===== src/rtl/q_8_41_pair_sched.sv =====
// ---------------------------------------------------------------------------
// q_8_41_pair_sched
//
// Two-channel pair scheduler for the q_8_41 decimate-by-2 datapath.
// Streams A and B compete for a single decimator. The granted channel is
// locked for one sample pair. The pair is captured into P0/P1 and then
// summed at full width into the R0 output register, tagged with its
// source channel.
//
// Parameters:
//   W          sample width in bits
//
// Ports:
//   clk        rising-edge clock
//   rst        asynchronous, active-low reset
//   en         permits starting new pairs (a pair in progress always completes)
//   clr        synchronous flush of a partial or completed-but-unloaded pair
//   a_valid    channel A sample available
//   a_data     channel A sample (unsigned, W bits)
//   a_ready    channel A sample accepted when a_valid && a_ready
//   b_valid    channel B sample available
//   b_data     channel B sample (unsigned, W bits)
//   b_ready    channel B sample accepted when b_valid && b_ready
//   out_valid  R0 holds an unconsumed result
//   out_data   R0 = P0 + P1 (W+1 bits, no truncation)
//   out_ch     source channel of out_data (0 = A, 1 = B)
//   out_ready  consumer accepts R0 when out_valid && out_ready
// ---------------------------------------------------------------------------
module q_8_41_pair_sched #(
    parameter int W = 8
) (
    input  logic         clk,
    input  logic         rst,
    input  logic         en,
    input  logic         clr,
    input  logic         a_valid,
    input  logic [W-1:0] a_data,
    output logic         a_ready,
    input  logic         b_valid,
    input  logic [W-1:0] b_data,
    output logic         b_ready,
    output logic         out_valid,
    output logic [W:0]   out_data,
    output logic         out_ch,
    input  logic         out_ready
);

    typedef enum logic [1:0] {
        S_IDLE = 2'd0,  // waiting for the first sample of a pair
        S_ONE  = 2'd1,  // first sample held in P0, grant locked
        S_FULL = 2'd2,  // both samples held, first attempt to load R0
        S_WAIT = 2'd3   // both samples held, R0 was busy
    } state_t;

    state_t         state_r;
    logic [W-1:0]   p0_r;
    logic [W-1:0]   p1_r;
    logic [W:0]     r0_r;
    logic           out_valid_r;
    logic           out_ch_r;
    logic           gnt_r;
    logic           last_r;

    logic           offer_a_s;
    logic           offer_b_s;
    logic           a_ready_s;
    logic           b_ready_s;
    logic           hs_a_s;
    logic           hs_b_s;
    logic           hs_any_s;
    logic [W-1:0]   hs_data_s;
    logic           r0_free_s;
    logic           consume_s;
    logic           load_s;
    logic [W:0]     sum_s;

    // Idle-state offer: a lone valid wins; with both valid, the channel that
    // was not granted last time wins (round-robin).
    always_comb begin
        offer_a_s = 1'b0;
        offer_b_s = 1'b0;
        if (a_valid && b_valid) begin
            offer_a_s = last_r;
            offer_b_s = ~last_r;
        end else begin
            offer_a_s = a_valid;
            offer_b_s = b_valid;
        end
    end

    // Ready generation. Readies are forced low during reset and flush; in
    // S_ONE only the locked channel may deliver its second sample.
    always_comb begin
        a_ready_s = 1'b0;
        b_ready_s = 1'b0;
        if (!rst || clr) begin
            a_ready_s = 1'b0;
            b_ready_s = 1'b0;
        end else begin
            case (state_r)
                S_IDLE: begin
                    if (en) begin
                        a_ready_s = offer_a_s;
                        b_ready_s = offer_b_s;
                    end else begin
                        a_ready_s = 1'b0;
                        b_ready_s = 1'b0;
                    end
                end
                S_ONE: begin
                    a_ready_s = ~gnt_r;
                    b_ready_s = gnt_r;
                end
                default: begin
                    a_ready_s = 1'b0;
                    b_ready_s = 1'b0;
                end
            endcase
        end
    end

    // Handshake decode and the R0 load/consume conditions.
    always_comb begin
        hs_a_s    = a_valid && a_ready_s;
        hs_b_s    = b_valid && b_ready_s;
        hs_any_s  = hs_a_s || hs_b_s;
        if (hs_b_s) begin
            hs_data_s = b_data;
        end else begin
            hs_data_s = a_data;
        end
        r0_free_s = ~out_valid_r || out_ready;
        consume_s = out_valid_r && out_ready;
        // A flush discards a completed pair, so R0 is never loaded under clr.
        load_s    = ((state_r == S_FULL) || (state_r == S_WAIT)) && r0_free_s && !clr;
        sum_s     = {1'b0, p0_r} + {1'b0, p1_r};
    end

    // Pair sequencing FSM with the P0/P1 capture registers and grant tracking.
    always_ff @(posedge clk or negedge rst) begin
        if (!rst) begin
            state_r <= S_IDLE;
            p0_r    <= {W{1'b0}};
            p1_r    <= {W{1'b0}};
            gnt_r   <= 1'b0;
            last_r  <= 1'b1;
        end else if (clr) begin
            state_r <= S_IDLE;
            p0_r    <= {W{1'b0}};
            p1_r    <= {W{1'b0}};
        end else begin
            case (state_r)
                S_IDLE: begin
                    if (hs_any_s) begin
                        p0_r    <= hs_data_s;
                        gnt_r   <= hs_b_s;
                        last_r  <= hs_b_s;
                        state_r <= S_ONE;
                    end else begin
                        p0_r    <= {W{1'b0}};
                        p1_r    <= {W{1'b0}};
                        state_r <= S_IDLE;
                    end
                end
                S_ONE: begin
                    if (hs_any_s) begin
                        p1_r    <= hs_data_s;
                        state_r <= S_FULL;
                    end else begin
                        state_r <= S_ONE;
                    end
                end
                S_FULL, S_WAIT: begin
                    if (r0_free_s) begin
                        state_r <= S_IDLE;
                    end else begin
                        state_r <= S_WAIT;
                    end
                end
                default: begin
                    state_r <= S_IDLE;
                end
            endcase
        end
    end

    // Output register: a load wins over a consume in the same cycle, so a
    // back-to-back consume+load keeps out_valid high with fresh data.
    always_ff @(posedge clk or negedge rst) begin
        if (!rst) begin
            r0_r        <= {(W+1){1'b0}};
            out_valid_r <= 1'b0;
            out_ch_r    <= 1'b0;
        end else if (load_s) begin
            r0_r        <= sum_s;
            out_ch_r    <= gnt_r;
            out_valid_r <= 1'b1;
        end else if (consume_s) begin
            out_valid_r <= 1'b0;
        end else begin
            out_valid_r <= out_valid_r;
        end
    end

    assign a_ready   = a_ready_s;
    assign b_ready   = b_ready_s;
    assign out_valid = out_valid_r;
    assign out_data  = r0_r;
    assign out_ch    = out_ch_r;

endmodule


===== config.mk =====
export PLATFORM = sky130hd
export DESIGN_NAME = q_8_41_pair_sched
export DESIGN_NICKNAME = d
export VERILOG_FILES = /design/src/rtl/q_8_41_pair_sched.sv
export SDC_FILE = /design/constraint.sdc
export NUM_CORES = 1
export LEC_CHECK = 0
export BUFFER_PORTS_ARGS = -buffer_cell sky130_fd_sc_hd__buf_4
export CORE_AREA = 2 2 80 82
export CTS_CLUSTER_DIAMETER = 60
export CTS_CLUSTER_SIZE = 12
export DETAILED_ROUTE_END_ITERATION = 16
export DIE_AREA = 0 0 82 84
export SYNTH_ARGS = -nofsm -noshare
export SYNTH_HDL_FRONTEND = slang
export SYNTH_SLANG_ARGS = --single-unit

===== constraint.sdc =====
create_clock -name clk -period 1.92 [get_ports clk]
set_clock_uncertainty 0.15 [all_clocks]
set_input_delay 0.096 -clock clk [delete_from_list [all_inputs] [get_ports clk]]
set_output_delay 0.096 -clock clk [all_outputs]
set_load 0.01 [all_outputs]

==> results of run 1 <==
[how the worst max path moves through the flow]
stage | end | cells after the start | slack [ns]
floorplan | out_data[6] | 7 | 0.02
global placement | out_data[6] | 7 | -0.009
detailed placement | out_data[6] | 7 | -0.05
CTS | out_data[6] | 7 | 0.004
global route | out_data[6] | 7 | -0.05
finish | out_data[6] | 7 | 0.02
[routing by layer]
| layer | up-vias | part of all wire | GRT usage |
|---|---|---|---|
| met2 | 56 | 0.49 | 0.262 |
| met1 | 933 | 0.45 | 0.237 |
| met5 | - | 0 | 0 |
| li1 | 961 | - | - |
| met3 | 9 | 0.042 | 0.0249 |
| met4 | 0 | 0.016 | 0.0591 |
[final cells by class]
class                   instances  area share
inverters                      15      0.0194
multi-input cells             160       0.415
well taps                      77      0.0332
flip-flops and latches         31       0.268
clock inverters                 2      0.0121
repair buffers                 79       0.224
clock buffers                   6      0.0285
[stage by stage]
step | setup WS (ns) | hold WS [ns] | cell area, um^2 | power, mW | util
2_1_floorplan | 0.0221 | -0.350 | 2040 | 0.848 | -
3_3_place_gp | -0.00902 | -0.243 | 2460 | 0.958 | 0.404
3_5_place_dp | -0.0527 | -0.246 | 2460 | 0.961 | 0.404
4_1_cts | 0.00438 | 0.0167 | 2810 | 1.68 | 0.461
5_1_grt | -0.0504 | 0.0202 | 2900 | 1.73 | 0.475
6_report | 0.0166 | 0.0278 | 2900 | 1.67 | 0.475
[report_power, final]
part	total [mW]	internal (mW)	leakage [nW]	switching [mW]
Combinational	0.281	0.135	0.828	0.146
Clock	0.674	0.420	0.0612	0.254
Sequential	0.711	0.684	0.425	0.0270
Total	1.67	1.24	1.31	0.427
[worst reg2reg max path, cell delays in order, from the launching register on]
cell and delay (ns):
dfrtp_1 0.39, ha_2 0.21, inv_2 0.06, fa_2 0.21, nor2b_2 0.05, o31a_1 0.28, or4_1 0.42, nand3_1 0.08
[flip-flops by register name (all words and copies together), names as in the netlist]
name and count:
out_data 9, p0_r 8, p1_r 8, state_r 2
gnt_r 1, last_r 1, out_ch 1, out_valid 1
[logic make-up (layout without fill, tap and decap cells)]
group	Yosys count	in the layout	synth area share
flip-flops	31	31	0.382
AND/OR/NAND/NOR	85	85	0.240
XOR/XNOR	2	2	0.00861
AO/OA/AOI/OAI	61	61	0.235
buffers and inverters	27	102	0.0608
multiplexers	3	3	0.0154
adder cells (fa/ha/maj)	9	9	0.0590
[Yosys cell counts (all sizes together)]
| cell | number | area (um^2) |
|---|---|---|
| and2 | 2 | 12.5 |
| or3b | 1 | 11.3 |
| a32o | 1 | 10.0 |
| o31ai | 1 | 12.5 |
| o21a | 6 | 45.0 |
| o31a | 1 | 8.76 |
| a211o | 1 | 8.76 |
| a2111oi | 1 | 8.76 |
| a21o | 2 | 15.0 |
| buf | 7 | 47.5 |
| inv | 15 | 56.3 |
| nor2b | 3 | 18.8 |
| nand2 | 31 | 121 |
| mux2 | 1 | 11.3 |
| a21oi | 10 | 50.1 |
| a211oi | 1 | 7.51 |
| dfrtp | 30 | 751 |
| fa | 1 | 20.0 |
| o211ai | 25 | 228 |
| a32oi | 1 | 8.76 |
| nand2b | 5 | 31.3 |
| ha | 8 | 100 |
| nand4 | 17 | 106 |
| clkbuf | 5 | 20.0 |
| nor4b | 3 | 41.3 |
| o21ai | 6 | 33.8 |
| nor3 | 3 | 26.3 |
| a311oi | 2 | 17.5 |
| o41ai | 1 | 8.76 |
| or4b | 1 | 10.0 |
| nand3 | 4 | 20.0 |
| o2111ai | 1 | 8.76 |
| nor2 | 11 | 57.6 |
| nand4b | 1 | 8.76 |
| dfstp | 1 | 26.3 |
| xor2 | 2 | 17.5 |
| or4 | 2 | 15.0 |
| nand3b | 1 | 7.51 |
| a31oi | 1 | 6.26 |
| mux2i | 2 | 20.0 |
[what timing repair did]
item / in CTS / in global routing
hold endpoints to repair: 52 / 0
pin swaps: 5 / 7
endpoints found under the setup margin: 1 / 18
hold buffers: 21 / 0
resized for setup: 3 / 11
setup buffers: 2 / 3
==> metrics.log, run 1 <==
INFO  metric status = completed
INFO  metric grt_overflow = 0
INFO  metric cts.clk_slew.worst_paths = about 0.070 ns
INFO  metric grt_pass1_wl = ~9100 um
INFO  metric detail_route.wirelength = 5520 um
INFO  metric design.die.area = roughly 0.007 mm^2
INFO  metric placeableCoreArea = about 0.0061 mm^2
INFO  metric clock_tree.htree_level_count = 2
INFO  metric worst_setup_path_startpoint = p0_r[0]
INFO  metric register_area = approximately 800 um^2
INFO  metric post_synth_inst_count = 218
INFO  metric worst-r2r-cell-count = 7
INFO  metric yosys_register_bits = 31
INFO  metric cellPowerDensity = 575 mW/mm^2
INFO  metric initialDrtViolationCount = about 110
INFO  metric syn_avg_cell_area = 9.34 um^2
INFO  metric globalRouteTotalUtil = 0.169
INFO  metric maxClockFrequency = about 0.53 GHz
INFO  metric synth-warning-count = 0
INFO  metric vdd_ir_drop_max = around 0.36 mV
INFO  metric drc = 0
INFO  metric worstPathRequired = 1.99 ns
INFO  metric n_fill_cell = approximately 600
INFO  metric endpoint_kind = flop
INFO  metric mostFrequentLayoutCell = buf_4
INFO  metric layout.nets = 324
INFO  metric max_slew_margin = 0.621
INFO  metric cts_made_buffers = 5
INFO  metric timing.critical_path.slowest_stage_cell = or4_1
INFO  metric place.detailed.instances = 336
INFO  metric detail_route.first_pass.iterations = 4
INFO  metric numClockSinks = 31
INFO  metric routability_driven_placement_congestion_ratio = a little over 0.8
INFO  metric start_util = 0.334
INFO  metric maxCapViolCount = 0
INFO  metric clock_path_buffers = 2
INFO  metric rr_endpoint = out_data[6]
INFO  metric cp.buffers_inverters = 1
INFO  metric layout_cells_sized_above_1 = 0.331
INFO  metric min-delay-path-class = in2async
INFO  metric finalHoldViolCount = 0
INFO  metric timing.critical_path.cells = ha_2 -> inv_2 -> fa_2 -> nor2b_2 -> o31a_1 -> or4_1 -> nand3_1
INFO  metric floorplan.die.height = approximately 84 um
INFO  metric r2r_slack = 0.02 ns
INFO  metric area_of_combinational_cells_with_multiple_inputs = 0.00120 mm^2
INFO  metric tritoncts = built
INFO  metric yosysUniqueCellTypes = 48
INFO  metric crit_arrival = around 2.0 ns
INFO  metric max_slew.worst_pin.slew = between 0.5 and 0.6 ns
INFO  metric largest_incremental_delay_on_the_critical_path = 0.42 ns
INFO  metric leakage = 1.31 nW
INFO  metric grt_pass1_vias = roughly 1900
INFO  metric seq_area_frac_synth = 0.382
INFO  metric min_tclk_post_route = around 1.9 ns
INFO  metric layout.cells.non_filler = 370
INFO  metric die_x = just over 80 um
INFO  metric placement.io_buffers = 35
INFO  metric core.rowCount = 29
INFO  metric io_pins = 36
INFO  metric via_count = ~2000
INFO  metric hpwl = around 3800 um
INFO  metric antennaDiodeCount = 0
INFO  metric most_frequent_cells_in_the_layout = 57 x buf_4, 30 x dfrtp_1, 29 x nand2_1, 21 x dlygate4sd3_1
INFO  metric wl_per_cell = 14.9 um
INFO  metric syn_area = 0.00204 mm^2
INFO  metric start_to_end_type_of_the_worst_setup_path = reg2reg
INFO  metric share_of_the_cycle_needed_by_the_critical_path_after_routing = 0.991
INFO  metric grt_antenna_before_repair = 0
INFO  metric totalNegativeSetupSlack = 0 ns
INFO  metric area_growth_syn_to_layout = 42.3%
INFO  metric grt_start_max_net_pins = 30
INFO  metric r2r-start = p0_r[0]
INFO  metric start_kind = flop
INFO  metric cpLargestDelayFamily = simple AND/OR/NAND/NOR gates
INFO  metric cts_root_buf = clkbuf_8
INFO  metric rsz0062_at_grt = yes
INFO  metric via_per_inst = 5.29
INFO  metric worst_skew_pair.late_latency = roughly 0.28 ns
INFO  metric worst-path-max-fanout = 4
INFO  metric setup_viol = 0
INFO  metric timing_max_transition_violations_final = 0
INFO  metric mappedNetlistNets = 250
INFO  metric postRouteAntennaNets = 0
Note: power is estimated with default switching activity, not from simulation.
==> run 2, diff against run 1 <==
==> constraint.sdc (replaced) <==
create_clock -name clk -period 1.82 [get_ports clk]
set_clock_uncertainty 0.15 [all_clocks]
set_input_delay 0.091 -clock clk [delete_from_list [all_inputs] [get_ports clk]]
set_output_delay 0.091 -clock clk [all_outputs]
set_load 0.01 [all_outputs]
==> metrics.log, run 2 (synthesized netlist as in run 1, its figures left out) <==
INFO  metric cts_root_buf = clkbuf_8
INFO  metric cts.clk_slew.worst_paths = 0.07 ns (about the same)
INFO  metric clock_tree.htree_level_count = 2 (unchanged)
INFO  metric io_pins = 36 (unchanged)
INFO  metric n_fill_cell = 581 (-2.8%)
INFO  metric via_per_inst = 5.10 (-3.6%)
INFO  metric mostFrequentLayoutCell = buf_4
INFO  metric max_slew.worst_pin.slew = 0.529 ns (-0.0404 ns)
INFO  metric finalHoldViolCount = 0 (unchanged)
INFO  metric start_kind = flop
INFO  metric timing_max_transition_violations_final = 0 (unchanged)
INFO  metric wl_per_cell = 14.2 um (-4.7%)
INFO  metric via_count = 1919 (-2.0%)
INFO  metric core.rowCount = 29 (unchanged)
INFO  metric status = complete, but fails checks
INFO  metric worst_skew_pair.late_latency = 0.29 ns (about the same)
INFO  metric globalRouteTotalUtil = 0.164 (-0.00519)
INFO  metric leakage = 1.36 nW (+3.1%)
INFO  metric violations = negative setup slack
INFO  metric detail_route.wirelength = 5340 um (-3.2%)
INFO  metric crit_arrival = 1.97 ns (about the same)
INFO  metric floorplan.die.height = 84 um (unchanged)
INFO  metric min-delay-path-class = in2async
INFO  metric grt_start_max_net_pins = 30 (unchanged)
INFO  metric layout.nets = 330 (+1.9%)
INFO  metric cts_made_buffers = 5 (unchanged)
INFO  metric grt_pass1_wl = 8820 um (-3.5%)
INFO  metric numClockSinks = 31 (unchanged)
INFO  metric cpLargestDelayFamily = simple AND/OR/NAND/NOR gates
INFO  metric antennaDiodeCount = 0 (unchanged)
INFO  metric grt_overflow = 0 (unchanged)
INFO  metric initialDrtViolationCount = 91 (-18%)
INFO  metric maxClockFrequency = 0.530 GHz (+0.93%)
INFO  metric endpoint_kind = flop
INFO  metric maxCapViolCount = 0 (unchanged)
INFO  metric clock_path_buffers = 2 (unchanged)
INFO  metric fin_ws = -0.0659 ns (-0.0824 ns)
INFO  metric tritoncts = built
INFO  metric totalNegativeSetupSlack = -0.0659 ns (-0.0659 ns)
INFO  metric worst-path-max-fanout = 4 (unchanged)
INFO  metric largest_incremental_delay_on_the_critical_path = 0.43 ns (about the same)
INFO  metric design.die.area = 0.00689 mm^2 (unchanged)
INFO  metric timing.critical_path.cells = ha_2 -> inv_2 -> fa_2 -> nor2b_2 -> o31a_1 -> or4_1 -> nand3_2
INFO  metric area_of_combinational_cells_with_multiple_inputs = 0.00125 mm^2 (+3.9%)
INFO  metric cp.buffers_inverters = 1 (unchanged)
INFO  metric placement.io_buffers = 35 (unchanged)
INFO  metric most_frequent_cells_in_the_layout = 57 x buf_4, 30 x dfrtp_1, 29 x nand2_1, 22 x dlygate4sd3_1
INFO  metric vdd_ir_drop_max = 0.346 mV (-2.8%)
INFO  metric grt_pass1_vias = 1817 (-4.6%)
INFO  metric r2r_slack = -0.07 ns (-0.08 ns)
INFO  metric start_to_end_type_of_the_worst_setup_path = reg2reg
INFO  metric share_of_the_cycle_needed_by_the_critical_path_after_routing = 1.04 (+0.0448)
INFO  metric setup_viol = 1 (+1)
INFO  metric timing.critical_path.slowest_stage_cell = or4_1
INFO  metric drc = 0 (unchanged)
INFO  metric detail_route.first_pass.iterations = 4 (unchanged)
INFO  metric largest_reg_flops = 9 (unchanged)
INFO  metric placeableCoreArea = 0.00610 mm^2 (unchanged)
INFO  metric cellPowerDensity = 546 mW/mm^2 (-5.1%)
INFO  metric max_slew_margin = 0.648 (+0.0269)
INFO  metric hpwl = 3830 um (+0.51%)
INFO  metric grt_antenna_before_repair = 0 (unchanged)
INFO  metric worstPathRequired = 1.90 ns (-0.09 ns)
INFO  metric totalPowerFinal = 1.64 mW (-1.5%)
INFO  metric area_growth_syn_to_layout = 47.6%
INFO  metric routability_driven_placement_congestion_ratio = 0.856 (+6.0%)
INFO  metric post_dp_cell_area = 0.00253 mm^2 (+2.7%)
INFO  metric layout.cells.non_filler = 376 (+1.6%)
INFO  metric finalInstanceArea = 0.00301 mm^2 (+3.7%)
INFO  metric finish.utilization = 0.493 (+0.0177)
INFO  metric layout_cells_sized_above_1 = 0.355 (+0.0235)
INFO  metric die_x = 82 um (unchanged)
INFO  metric postRouteAntennaNets = 0 (unchanged)
INFO  metric start_util = 0.334 (unchanged)
INFO  metric min_tclk_post_route = 1.89 ns (-0.0176 ns)
INFO  metric register_area = 777 um^2 (unchanged)
INFO  metric place.detailed.instances = 341 (+1.5%)
INFO  metric rsz0062_at_grt = yes
-- run 2: cell count changes in the layout (fill, tap and decap cells not counted), sizes merged --
cell         change
clkbuf           +2
dlygate4sd3      +1
buf              +4
bufinv           -1
-- run 2: worst reg2reg max path, stage by stage (launching register included) --
cell	delay [ns]
dfrtp_1	0.40
ha_2	0.19
inv_2	0.06
fa_2	0.20
nor2b_2	0.05
o31a_1	0.29
or4_1	0.43
nand3_2	0.07
-- run 2: metrics by stage --
stage / hold slack (ns) / worst slack [ns]
after floorplan: -0.355 / -0.00886
after global placement: -0.249 / -0.0567
after detailed placement: -0.251 / -0.0573
after CTS: 0.169 / -0.0349
after global routing: 0.199 / -0.137
final: 0.185 / -0.0659
-- run 2: layer usage --
metal	vias up	global-route usage	part of all wire
li1	962	-	-
met1	893	0.246	0.47
met2	54	0.235	0.45
met3	10	0.0335	0.057
met4	0	0.0455	0.017
met5	-	0	0
-- run 2: cell type report --
cell class / count / area share
clock buffers: 7 / 0.0254
clock inverters: 1 / 0.00167
inverters: 15 / 0.0187
multi-input cells: 160 / 0.415
flip-flops and latches: 31 / 0.259
well taps: 77 / 0.0321
repair buffers: 85 / 0.249
-- run 2: path summary, 6_finish.rpt --
| kind | startpoint | endpoint | cells past startpoint |
|---|---|---|---|
| worst max register to register | p0_r[0] | out_data[6] | 7 |
| worst min register to register | out_data[3] | out_data[3] | 2 |
| worst max-delay path | p0_r[0] | out_data[6] | 7 |
| max in group asynchronous | rst | gnt_r | 3 |
| worst min-delay path | rst | last_r | 2 |
| min in group clk | en | last_r | 5 |
-- run 2: where the power goes --
part / total [mW] / internal (mW) / switching [mW]
Sequential: 0.747 / 0.721 / 0.0257
Combinational: 0.352 / 0.186 / 0.166
Clock: 0.541 / 0.268 / 0.273
Total: 1.64 / 1.18 / 0.465
-- run 2: repair_timing --
item / in CTS / in global routing
buffers inserted: 2 / 2
hold endpoints to repair: 52 / 0
hold buffers: 22 / 0
setup endpoints to repair: 13 / 22
pin swaps: 4 / 24
gates resized for setup: 7 / 15
cloned: 0 / 1
==> run 3, diff against run 2 <==
--- a/config.mk
+++ b/config.mk
@@ -11,6 +11,7 @@
 export CTS_CLUSTER_SIZE = 12
 export DETAILED_ROUTE_END_ITERATION = 16
 export DIE_AREA = 0 0 82 84
+export SKIP_CTS_REPAIR_TIMING = 1
 export SYNTH_ARGS = -nofsm -noshare
 export SYNTH_HDL_FRONTEND = slang
 export SYNTH_SLANG_ARGS = --single-unit
==> metrics.log, run 3 (synthesized netlist as in run 1, its figures left out) <==
INFO  metric n_fill_cell = 599 (+3.1%)
INFO  metric crit_arrival = 1.97 ns (about the same)
INFO  metric placeableCoreArea = 0.00610 mm^2 (unchanged)
INFO  metric cpLargestDelayFamily = simple AND/OR/NAND/NOR gates
INFO  metric rsz0062_at_grt = yes
INFO  metric antennaDiodeCount = 0 (unchanged)
INFO  metric postRouteAntennaNets = 0 (unchanged)
INFO  metric worst_skew_pair.late_latency = 0.29 ns (about the same)
INFO  metric hold-worst-slack = 0.0418 ns (-0.143 ns)
INFO  metric worstPathRequired = 1.90 ns (about the same)
INFO  metric clock_tree.htree_level_count = 2 (unchanged)
INFO  metric r2r-start = p0_r[0]
INFO  metric grt_start_max_net_pins = 30 (unchanged)
INFO  metric totalNegativeSetupSlack = -0.0642 ns (+0.00164 ns)
INFO  metric busiest_layer = met1
INFO  metric start_to_end_type_of_the_worst_setup_path = reg2reg
INFO  metric leakage = 1.35 nW (-0.21%)
INFO  metric clock_path_buffers = 2 (unchanged)
INFO  metric grtUsageMet3 = 0.0379 (+0.00433)
INFO  metric min-delay-path-class = in2async
INFO  metric grt_pass1_wl = 8570 um (-2.8%)
INFO  metric io_pins = 36 (unchanged)
INFO  metric detail_route.first_pass.iterations = 4 (unchanged)
INFO  metric detail_route.wirelength = 5430 um (+1.7%)
INFO  metric mostFrequentLayoutCell = buf_4
INFO  metric fin_ws = -0.0642 ns (+0.00164 ns)
INFO  metric grt_pass1_vias = 1747 (-3.9%)
INFO  metric finalHoldViolCount = 0 (unchanged)
INFO  metric cts_made_buffers = 5 (unchanged)
INFO  metric largest_reg_flops = 9 (unchanged)
INFO  metric r2r_slack = -0.06 ns (about the same)
INFO  metric timing.critical_path.slowest_stage_cell = or4_1
INFO  metric max_slew_margin = 0.645 (-0.00267)
INFO  metric tritoncts = built
INFO  metric cts_root_buf = clkbuf_8
INFO  metric worst-path-max-fanout = 4 (unchanged)
INFO  metric hpwl = 3830 um (unchanged)
INFO  metric cp.buffers_inverters = 1 (unchanged)
INFO  metric rr_endpoint = out_data[6]
INFO  metric via_per_inst = 5.19 (+1.8%)
INFO  metric largest_incremental_delay_on_the_critical_path = 0.43 ns (about the same)
INFO  metric via_count = 1948 (+1.5%)
INFO  metric floorplan.die.height = 84 um (unchanged)
INFO  metric min_tclk_post_route = 1.88 ns (-0.00164 ns)
INFO  metric timing.critical_path.cells = ha_2 -> inv_2 -> fa_2 -> nor2b_2 -> o31a_1 -> or4_1 -> nand3_2
INFO  metric cellPowerDensity = 549 mW/mm^2 (+0.62%)
INFO  metric violations = negative setup slack
INFO  metric initialDrtViolationCount = 112 (+23%)
INFO  metric globalRouteTotalUtil = 0.159 (-0.00464)
INFO  metric timing_max_transition_violations_final = 0 (unchanged)
INFO  metric grt_overflow = 0 (unchanged)
INFO  metric finish.utilization = 0.488 (-0.00513)
INFO  metric layout.nets = 329 (-0.30%)
INFO  metric setup_viol = 1 (unchanged)
INFO  metric start_util = 0.334 (unchanged)
INFO  metric design.die.area = 0.00689 mm^2 (unchanged)
INFO  metric drc = 0 (unchanged)
INFO  metric grt_antenna_before_repair = 0 (unchanged)
INFO  metric die_x = 82 um (unchanged)
INFO  metric max_slew.worst_pin.slew = 0.533 ns (+0.00400 ns)
INFO  metric placement.io_buffers = 35 (unchanged)
INFO  metric worst-r2r-cell-count = 7 (unchanged)
INFO  metric endpoint_kind = flop
INFO  metric numClockSinks = 31 (unchanged)
INFO  metric routability_driven_placement_congestion_ratio = 0.856 (unchanged)
INFO  metric use_met2 = 0.222 (-0.0126)
INFO  metric share_of_the_cycle_needed_by_the_critical_path_after_routing = 1.04 (about the same)
INFO  metric wl_per_cell = 14.5 um (+1.9%)
INFO  metric maxCapViolCount = 0 (unchanged)
INFO  metric most_frequent_cells_in_the_layout = 57 x buf_4, 30 x dfrtp_1, 29 x nand2_1, 21 x dlygate4sd3_1
INFO  metric area_growth_syn_to_layout = 46.1%
INFO  metric cts.clk_slew.worst_paths = 0.07 ns (about the same)
INFO  metric vdd_ir_drop_max = 0.340 mV (-1.6%)
INFO  metric maxClockFrequency = 0.531 GHz (about the same)
INFO  metric status = complete, but fails checks
INFO  metric dpl_worst_slack = -0.0573 ns (unchanged)
INFO  metric core.rowCount = 29 (unchanged)
INFO  metric grtUsageMet1 = 0.239 (-0.00748)
INFO  metric start_kind = flop
INFO  metric layout_cells_sized_above_1 = 0.342 (-0.0122)
==> run 3: cell types whose count changed in the layout (fill, tap and decap cells not counted) <==
cell	before	now
a21oi_1	8	9
a21oi_2	1	0
dlygate4sd3_1	22	21
ha_1	3	4
ha_4	3	2
nand2b_1	3	5
nand2b_2	2	0
==> run 3: power by group <==
group / leakage (nW) / internal, mW / switching [mW] / total, mW
combinational: 0.886 / 0.183 / 0.165 / 0.349
clock: 0.0422 / 0.268 / 0.270 / 0.538
sequential: 0.425 / 0.721 / 0.0258 / 0.747
==> run 3: area by class of cell <==
class | count | area, um^2 | area share
Multi-Input combinational cell | 160 | 1230 | 0.412
Sequential cell | 31 | 777 | 0.261
Timing Repair Buffer | 84 | 737 | 0.248
Tap cell | 77 | 96.3 | 0.0324
Clock buffer | 7 | 76.3 | 0.0257
Inverter | 15 | 56.3 | 0.0189
Clock inverter | 1 | 5.00 | 0.00168
==> run 3: layer usage <==
layer | routed length, um | vias up
met4 | 94 | 0
met1 | 2530 | 910
met2 | 2500 | 63
met5 | 0 | -
met3 | 309 | 11
li1 | - | 964
==> run 3: worst max path at each step <==
stage / from / end / slack [ns] / cells after the start
2_1_floorplan: p1_r[0] / out_data[6] / -0.009 / 7
3_3_place_gp: p1_r[3] / out_data[5] / -0.06 / 5
3_5_place_dp: p1_r[0] / out_data[6] / -0.06 / 7
4_1_cts: p1_r[0] / out_data[6] / -0.07 / 7
5_1_grt: p1_r[0] / out_data[6] / -0.13 / 7
6_report: p0_r[0] / out_data[6] / -0.06 / 7
==> run 3: stage by stage <==
step	total power, mW	cells	cell area [um^2]
2_1_floorplan	0.897	218	2040
3_3_place_gp	1.03	341	2530
3_5_place_dp	1.03	341	2530
4_1_cts	1.57	349	2610
5_1_grt	1.72	375	2970
6_report	1.63	375	2970
==> run 3: worst reg2reg max path: stages, from the launching register on <==
cell     delay (ns)
dfrtp_1        0.40
ha_2           0.19
inv_2          0.06
fa_2           0.21
nor2b_2        0.05
o31a_1         0.29
or4_1          0.43
nand3_2        0.07
